### src/rtl/ones_frame_collector_if.sv
// Serial-in / parallel-out handshake bundle for the ones frame collector.
// The slave side is the collector; the master side feeds bits and consumes frames.
interface ones_frame_collector_if;
    logic        sin;
    logic        sin_valid;
    logic        sof;
    logic        sin_ready;
    logic [14:0] word;
    logic [3:0]  ones;
    logic        word_valid;
    logic        word_ready;
    logic        frame_err;

    modport master (
        output sin,
        output sin_valid,
        output sof,
        output word_ready,
        input  sin_ready,
        input  word,
        input  ones,
        input  word_valid,
        input  frame_err
    );

    modport slave (
        input  sin,
        input  sin_valid,
        input  sof,
        input  word_ready,
        output sin_ready,
        output word,
        output ones,
        output word_valid,
        output frame_err
    );
endinterface

### src/rtl/ones_frame_collector.sv
// Assembles a serial bit stream into 15-bit frames with a running ones tally,
// and hands each frame downstream over a valid/ready handshake.
module ones_frame_collector #(
    parameter bit MSB_FIRST = 1'b1
) (
    input  logic                    clk,
    input  logic                    rstn,
    ones_frame_collector_if.slave   bus
);

    typedef enum logic [1:0] {
        ST_EMPTY = 2'd0,
        ST_FILL  = 2'd1,
        ST_FULL  = 2'd2
    } state_t;

    state_t      state_r;
    state_t      state_nxt_s;
    logic [3:0]  cnt_r;
    logic [3:0]  cnt_nxt_s;
    logic [14:0] shift_r;
    logic [14:0] shift_nxt_s;
    logic [3:0]  run_r;
    logic [3:0]  run_nxt_s;
    logic [14:0] word_r;
    logic [3:0]  ones_r;
    logic        word_valid_r;
    logic        frame_err_r;
    logic        err_nxt_s;
    logic        load_word_s;
    logic        sin_ready_s;
    logic        accept_s;
    logic        take_s;
    logic [14:0] first_shift_s;
    logic [14:0] append_shift_s;
    logic [3:0]  first_run_s;
    logic [3:0]  append_run_s;

    // Insert one serial bit; the first bit of a frame migrates to bit 14 (MSB-first) or bit 0.
    function automatic logic [14:0] shift_in(input logic [14:0] cur, input logic b);
        logic [14:0] res;
        if (MSB_FIRST) begin
            res = {cur[13:0], b};
        end else begin
            res = {b, cur[14:1]};
        end
        return res;
    endfunction

    // Add one serial bit to the 4-bit tally; at most 15 bits per frame so it cannot wrap.
    function automatic logic [3:0] tally_add(input logic [3:0] cur, input logic b);
        return cur + {3'b000, b};
    endfunction

    // Ready drops only while a finished frame is waiting and downstream is not taking it.
    always_comb begin
        sin_ready_s    = (state_r != ST_FULL) | bus.word_ready;
        accept_s       = bus.sin_valid & sin_ready_s;
        take_s         = word_valid_r & bus.word_ready;
        first_shift_s  = shift_in(15'h0000, bus.sin);
        append_shift_s = shift_in(shift_r, bus.sin);
        first_run_s    = {3'b000, bus.sin};
        append_run_s   = tally_add(run_r, bus.sin);
    end

    // Next-state and datapath update for the frame assembly FSM.
    always_comb begin
        state_nxt_s = state_r;
        cnt_nxt_s   = cnt_r;
        shift_nxt_s = shift_r;
        run_nxt_s   = run_r;
        err_nxt_s   = 1'b0;
        load_word_s = 1'b0;
        case (state_r)
            ST_EMPTY: begin
                if (accept_s) begin
                    shift_nxt_s = first_shift_s;
                    cnt_nxt_s   = 4'd1;
                    run_nxt_s   = first_run_s;
                    state_nxt_s = ST_FILL;
                end else begin
                    state_nxt_s = ST_EMPTY;
                end
            end
            ST_FILL: begin
                if (accept_s) begin
                    if (bus.sof) begin
                        // A new frame started before this one finished: restart on this bit.
                        shift_nxt_s = first_shift_s;
                        cnt_nxt_s   = 4'd1;
                        run_nxt_s   = first_run_s;
                        err_nxt_s   = 1'b1;
                        state_nxt_s = ST_FILL;
                    end else if (cnt_r == 4'd14) begin
                        load_word_s = 1'b1;
                        shift_nxt_s = 15'h0000;
                        cnt_nxt_s   = 4'd0;
                        run_nxt_s   = 4'd0;
                        state_nxt_s = ST_FULL;
                    end else begin
                        shift_nxt_s = append_shift_s;
                        cnt_nxt_s   = cnt_r + 4'd1;
                        run_nxt_s   = append_run_s;
                        state_nxt_s = ST_FILL;
                    end
                end else begin
                    state_nxt_s = ST_FILL;
                end
            end
            ST_FULL: begin
                if (take_s) begin
                    if (accept_s) begin
                        shift_nxt_s = first_shift_s;
                        cnt_nxt_s   = 4'd1;
                        run_nxt_s   = first_run_s;
                        state_nxt_s = ST_FILL;
                    end else begin
                        cnt_nxt_s   = 4'd0;
                        run_nxt_s   = 4'd0;
                        state_nxt_s = ST_EMPTY;
                    end
                end else begin
                    state_nxt_s = ST_FULL;
                end
            end
            default: begin
                shift_nxt_s = 15'h0000;
                cnt_nxt_s   = 4'd0;
                run_nxt_s   = 4'd0;
                state_nxt_s = ST_EMPTY;
            end
        endcase
    end

    // State, assembly registers and registered outputs.
    always_ff @(posedge clk or negedge rstn) begin
        if (!rstn) begin
            state_r      <= ST_EMPTY;
            cnt_r        <= 4'd0;
            shift_r      <= 15'h0000;
            run_r        <= 4'd0;
            word_r       <= 15'h0000;
            ones_r       <= 4'd0;
            word_valid_r <= 1'b0;
            frame_err_r  <= 1'b0;
        end else begin
            state_r      <= state_nxt_s;
            cnt_r        <= cnt_nxt_s;
            shift_r      <= shift_nxt_s;
            run_r        <= run_nxt_s;
            word_valid_r <= (state_nxt_s == ST_FULL);
            frame_err_r  <= err_nxt_s;
            // word/ones change only when a frame completes and hold through the take.
            if (load_word_s) begin
                word_r <= append_shift_s;
                ones_r <= append_run_s;
            end else begin
                word_r <= word_r;
                ones_r <= ones_r;
            end
        end
    end

    assign bus.sin_ready  = sin_ready_s;
    assign bus.word       = word_r;
    assign bus.ones       = ones_r;
    assign bus.word_valid = word_valid_r;
    assign bus.frame_err  = frame_err_r;

endmodule

### src/flat_wrapper.sv
// flat-port wrapper written by rule: the top's interface ports become plain ports
module ones_frame_collector_flat 
#(
    parameter bit MSB_FIRST = 1'b1
)
  (clk, rstn, bus_sin, bus_sin_valid, bus_sof, bus_word_ready, bus_sin_ready, bus_word, bus_ones, bus_word_valid, bus_frame_err);
  ones_frame_collector_if bus_i ();
  input  logic clk;
  input  logic rstn;
  input wire logic [$bits(bus_i.sin)-1:0] bus_sin;
  input wire logic [$bits(bus_i.sin_valid)-1:0] bus_sin_valid;
  input wire logic [$bits(bus_i.sof)-1:0] bus_sof;
  input wire logic [$bits(bus_i.word_ready)-1:0] bus_word_ready;
  output wire logic [$bits(bus_i.sin_ready)-1:0] bus_sin_ready;
  output wire logic [$bits(bus_i.word)-1:0] bus_word;
  output wire logic [$bits(bus_i.ones)-1:0] bus_ones;
  output wire logic [$bits(bus_i.word_valid)-1:0] bus_word_valid;
  output wire logic [$bits(bus_i.frame_err)-1:0] bus_frame_err;
  assign bus_i.sin = bus_sin;
  assign bus_i.sin_valid = bus_sin_valid;
  assign bus_i.sof = bus_sof;
  assign bus_i.word_ready = bus_word_ready;
  assign bus_sin_ready = bus_i.sin_ready;
  assign bus_word = bus_i.word;
  assign bus_ones = bus_i.ones;
  assign bus_word_valid = bus_i.word_valid;
  assign bus_frame_err = bus_i.frame_err;
  ones_frame_collector #(.MSB_FIRST(MSB_FIRST)) u_core (.clk(clk), .rstn(rstn), .bus(bus_i));
endmodule
### config.mk
export PLATFORM = sky130hd
export DESIGN_NAME = ones_frame_collector_flat
export DESIGN_NICKNAME = d
export VERILOG_FILES = /design/src/rtl/ones_frame_collector_if.sv /design/src/rtl/ones_frame_collector.sv /design/src/flat_wrapper.sv
export SDC_FILE = /design/constraint.sdc
export NUM_CORES = 1
export LEC_CHECK = 0
export BUFFER_PORTS_ARGS = -buffer_cell sky130_fd_sc_hd__buf_2
export CORE_MARGIN = 2
export CORE_UTILIZATION = 63
export CTS_BUF_LIST = sky130_fd_sc_hd__clkbuf_2
export CTS_CLUSTER_SIZE = 24
export DETAILED_ROUTE_END_ITERATION = 10
export PLACE_DENSITY = 0.86
export SLEW_MARGIN = 20
export SYNTH_ARGS = -nofsm -noshare
export SYNTH_HDL_FRONTEND = slang
export SYNTH_SLANG_ARGS = --single-unit
### constraint.sdc
create_clock -name clk -period 3.15 [get_ports clk]
set_clock_uncertainty 0.05 [all_clocks]
set_input_delay 0.7875 -clock clk [delete_from_list [all_inputs] [get_ports clk]]
set_output_delay 0.7875 -clock clk [all_outputs]
set_load 0.005 [all_outputs]
After elaboration in Yosys (flattened, before gate mapping)
Cells that the tools add are included.
- eq/ne operators: 8
- bitwise logic cells: 3
- reductions and logical operators: 3
- add/subtract/negate cells: 2
- multiplexer cells: 33
- operator list (operator ; count):
    $mux W15 ; 5
    $pmux W15 S3 ; 1
    $mux W4 ; 10
    $pmux W4 S3 ; 2
    $mux W1 ; 10
    $mux W2 ; 4
    $ne A2 B1 Y1 const B ; 3
    $pmux W2 S3 ; 1
    $add A4 B1 Y4 ; 1
    $add A4 B1 Y4 const B ; 1
    $eq A2 B2 Y1 const B ; 2
    $eq A4 B4 Y1 const B ; 1
    $reduce_and A3 Y1 ; 1
    $and A1 B1 Y1 ; 2
    $eq A2 B1 Y1 const B ; 1
    $logic_not A2 Y1 ; 1
    $ne A2 B2 Y1 const B ; 1
    $reduce_and A2 Y1 ; 1
    $or A1 B1 Y1 ; 1
- word-level logic and storage cells: 57
- output and inout port bits: 22
- register bits: 46
- input port bits: 6

Longest topological paths before layout
- depth after elaboration: 7
- depth in mapped cells: 8

Worst setup path before layout
No wires, ideal clock.
- path type: input to output
- start point: in bus_word_ready
- end point: out bus_sin_ready
- data arrival time: 1.223 ns
- slack: 1.089 ns
- stages on the path: 1
- cell sequence: or3b_2
- longest elaborated chain between the ends: 1
- RTL lines (item ; RTL line ; text):
    from (decl) ; flat_wrapper.sv:13 ; input wire logic [$bits(bus_i.word_ready)-1:0] bus_word_ready;
    $or A1 B1 Y1 ; ones_frame_collector.sv:57 ; sin_ready_s = (state_r != ST_FULL) | bus.word_ready;
    to (decl) ; flat_wrapper.sv:14 ; output wire logic [$bits(bus_i.sin_ready)-1:0] bus_sin_ready;
No other way between the ends.

Final worst setup path
- start point: reg u_core.state_r[1]
- end point: out bus_sin_ready
- longest elaborated chain between the ends: 2
- RTL lines (item ; RTL line ; text):
    from (decl) ; ones_frame_collector.sv:17 ; state_t state_r;
    from (signal assigned) ; ones_frame_collector.sv:147 ; state_r <= state_nxt_s;
    $ne A2 B2 Y1 ; ones_frame_collector.sv:57 ;
    $or A1 B1 Y1 ; ones_frame_collector.sv:57 ;
No other way between the ends.

==> metrics.md <==
| Metric | Value |
|---|---|
| CTS clock-pin slew for the worst setup and hold paths | roughly 0.22 ns |
| Crit path launch type | register |
| Simple-gate share of the synthesized area | 7.78% |
| Power per Cell Area | 462 nW/µm² |
| Final setup fails | 0 |
| Avg Cell Area, Syn | between 10 and 15 µm² |
| Top FF cell, synth | dfrtp_1 |
| Post-synthesis cell count | 146 |
| Cells after DPL | approximately 210 |
| Fin util | 72.7% |
| Post-synthesis mux area share | 13.3% |
| Max VDD drop | 0.368 mV |
| IO Count | 28 |
| Commonest cells post-synth | 45 x dfrtp_1, 16 x a22o_1, 14 x mux2_4 |
| R2R Path Start | u_core.cnt_r[0] |
| Initial core utilization | 65.9% |
| Post-DP HPWL | 2440 µm |
| GPL Wtd Cong | 0.856 |
| Via/cell ratio | 5.81 |
| Fmax | 400 MHz |
| Final hold slack | 0.413 ns |
| Antenna violations before repair | 0 |
| Critical path class | register to output pin |
| Worst Max-Slew Pin Slew | 0.936 ns |
| Largest area contributor in the netlist | dfrtp_1 |
| Synth warn | 0 |
| Main area contributors after synthesis | dfrtp_1 56%, mux2_4 11%, a22o_1 7.0% |
| XOR/XNOR share of the synthesized area | 0.878% |
| CP max stage delay | 0.64 ns |
| Gr ovfl total | 0 |
| Period Utilization, post-route | 79.4% |
| Resized Gates After CTS | 0 |
| Mapped Area | 1990 µm² |
| Slew Limit Fails | 0 |
| CP max FO | 14 |
| Adder-cell area share of the yosys netlist | under 10% |
| Row cnt | 20 |
| Reg2reg path depth | 6 |
| Post-synth top area share | 56.5% |
| Final ANT Viol Nets | 0 |
| Worst EP required | 2.31 ns |
| Largest net degree at the start of global routing | between 40 and 50 |
| Most numerous cell in the Yosys netlist | dfrtp_1 |
| Synthesized flop and latch total | 45 |
| Total CTS buffers | 5 |
| Final Hold Fails | 0 |
| Crit. End Element | output pin |
| Critical path buffers and inverters | 1 |
| Worst path cell trace | or3b_2 > buf_2 |
| First-pass GRT wire length | 5680 µm |
| Root buffer selected by CTS | clkbuf_2 |
| Post-Route WL | 3450 µm |
| CTS sink count | 45 |
| CORE AREA | 3030 µm² |
| Slowest CP cell | dfrtp_1 |
| Vias | 1278 |
| EDFF count, synth | 0 |
| H-tree Lvls | 2 |
| Number of global-route vias before repair | 1229 |
| Later-pin clock latency in the skew report | 0.43 ns |
| N_diodes | 0 |
| Routed len/inst | 15.7 µm |
| Filler Cell Count | about 210 |
| Post-synthesis compound-gate area fraction | 15.7% |
| CP arrival | 1.66 ns |
| Hold Buf Count CTS | 0 |
| Total global-route track usage | between 20% and 30% |
| Status | finished, final reports clean |
| Kind of cell adding the most delay to the critical path | flip-flops |
| Total Neg Setup Slack | 0 ns |
| DRT Pass-1 Iters | 4 |
| Post-route insts no fill | 220 |
| Max-Cap Viols | 0 |
| Post-route DRC | 0 |
| IO Port Bufs | 27 |
| Die W | between 60 and 70 µm |
| Syn Nets | 156 |
| LEAKAGE | 1.15 nW |
| Reg2reg setup slack | 1.24 ns |
| Sequential area share after synthesis | a little under three fifths |
| Hold WC Path Type | input pin to asynchronous set/reset pin |
| Main combinational cell family by area after synthesis | compound AO/OA/AOI/OAI gates |
| Share of cells above drive strength 1 | 35.2% |
| Synth-to-layout area growth | 10.4% |
| Post-CTS setup buffer count | 0 |
| Slew margin rel. | 37.6% |
| Die Area | 3630 µm² |
| Worst reg2reg path endpoint | u_core.bus.word[2] |
| CTS tree | yes |
| Async S/R FF share, synth | 100% |
| Tot Pwr | 1.02 mW |
| RSZ-0062 raised after global routing | false |
| DIE HEIGHT | 60.3 µm |
| Initial drt markers | 64 |
| Library cells used by synthesis | 35 |
| CTS Buffer Depth | 2 |
| Final #Nets | 185 |
| Minimum clock period after layout | 2.50 ns |
[worst max path at each step]
stage	to	cells after the start	startpoint	slack [ns]
2_1_floorplan	bus_sin_ready	1	bus_word_ready	1.09
3_5_place_dp	bus_sin_ready	3	bus_word_ready	0.83
3_3_place_gp	bus_sin_ready	3	bus_word_ready	0.84
6_report	bus_sin_ready	2	u_core.state_r[1]	0.65
5_1_grt	bus_sin_ready	2	u_core.state_r[1]	0.59
4_1_cts	bus_sin_ready	2	u_core.state_r[1]	0.65
[flip-flops by register name (all words and copies together) (netlist names)]
register and count:
u_core.bus.ones 4, u_core.bus.word 15, u_core.bus.word_valid 1, u_core.cnt_r 4, u_core.state_r 2, u_core.shift_r 14
u_core.bus.frame_err 1, u_core.run_r 4
[power by group]
part           internal, mW  switching [mW]
sequential            0.599          0.0206
clock                 0.135           0.178
combinational        0.0353          0.0480
[cells in the final DEF, fill, tap and decap left out, types with 2 or more instances in the layout]
master,count
nand2b_1,2
clkbuf_2,6
a21o_1,3
nand3_1,3
and3_1,2
mux2_2,4
nor2_1,5
a21oi_2,2
o21ai_0,7
ha_1,4
mux2_4,14
buf_4,2
dfrtp_1,45
buf_2,27
a22o_1,16
nor2b_1,3
a21oi_1,4
nand2_1,8
[cell families after synthesis]
group,count (synthesis)
XOR/XNOR,2
multiplexers,19
buffers and inverters,8
AO/OA/AOI/OAI,41
AND/OR/NAND/NOR,27
flip-flops,45
adder cells (fa/ha/maj),4
[area by class of cell]
| class | count | area (µm²) | share of cell area, % |
|---|---|---|---|
| tap | 44 | 55.1 | 2.50 |
| sequential | 45 | 1130 | 51.2 |
| clock inverter | 2 | 33.8 | 1.53 |
| multi-input combinational | 93 | 802 | 36.4 |
| clock buffer | 6 | 30.0 | 1.36 |
| timing repair buffer | 29 | 150 | 6.82 |
| inverter | 1 | 3.75 | 0.171 |
[worst register-to-register path: cells and delay by family, from the launching register on]
family        cells  cell delay [ns]
simple gates      2             0.45
mux               1             0.37
flops             1             0.46
buf+inv           2             0.34
fa+ha+maj         1             0.19
[layer usage]
layer	GRT usage, %	part of all wire, %	vias up
met5	0	0	-
met4	8.89	1.7	0
met3	6.28	4.0	7
met2	33.7	51	34
met1	28.1	43	643
li1	-	-	594
[metrics by stage]
step / area (µm²) / setup slack [ns]
2_1_floorplan: 1990 / 1.09
3_3_place_gp: 2140 / 0.841
3_5_place_dp: 2140 / 0.832
4_1_cts: 2200 / 0.645
5_1_grt: 2200 / 0.593
6_report: 2200 / 0.648
Note: power is estimated with default switching activity, not from simulation.
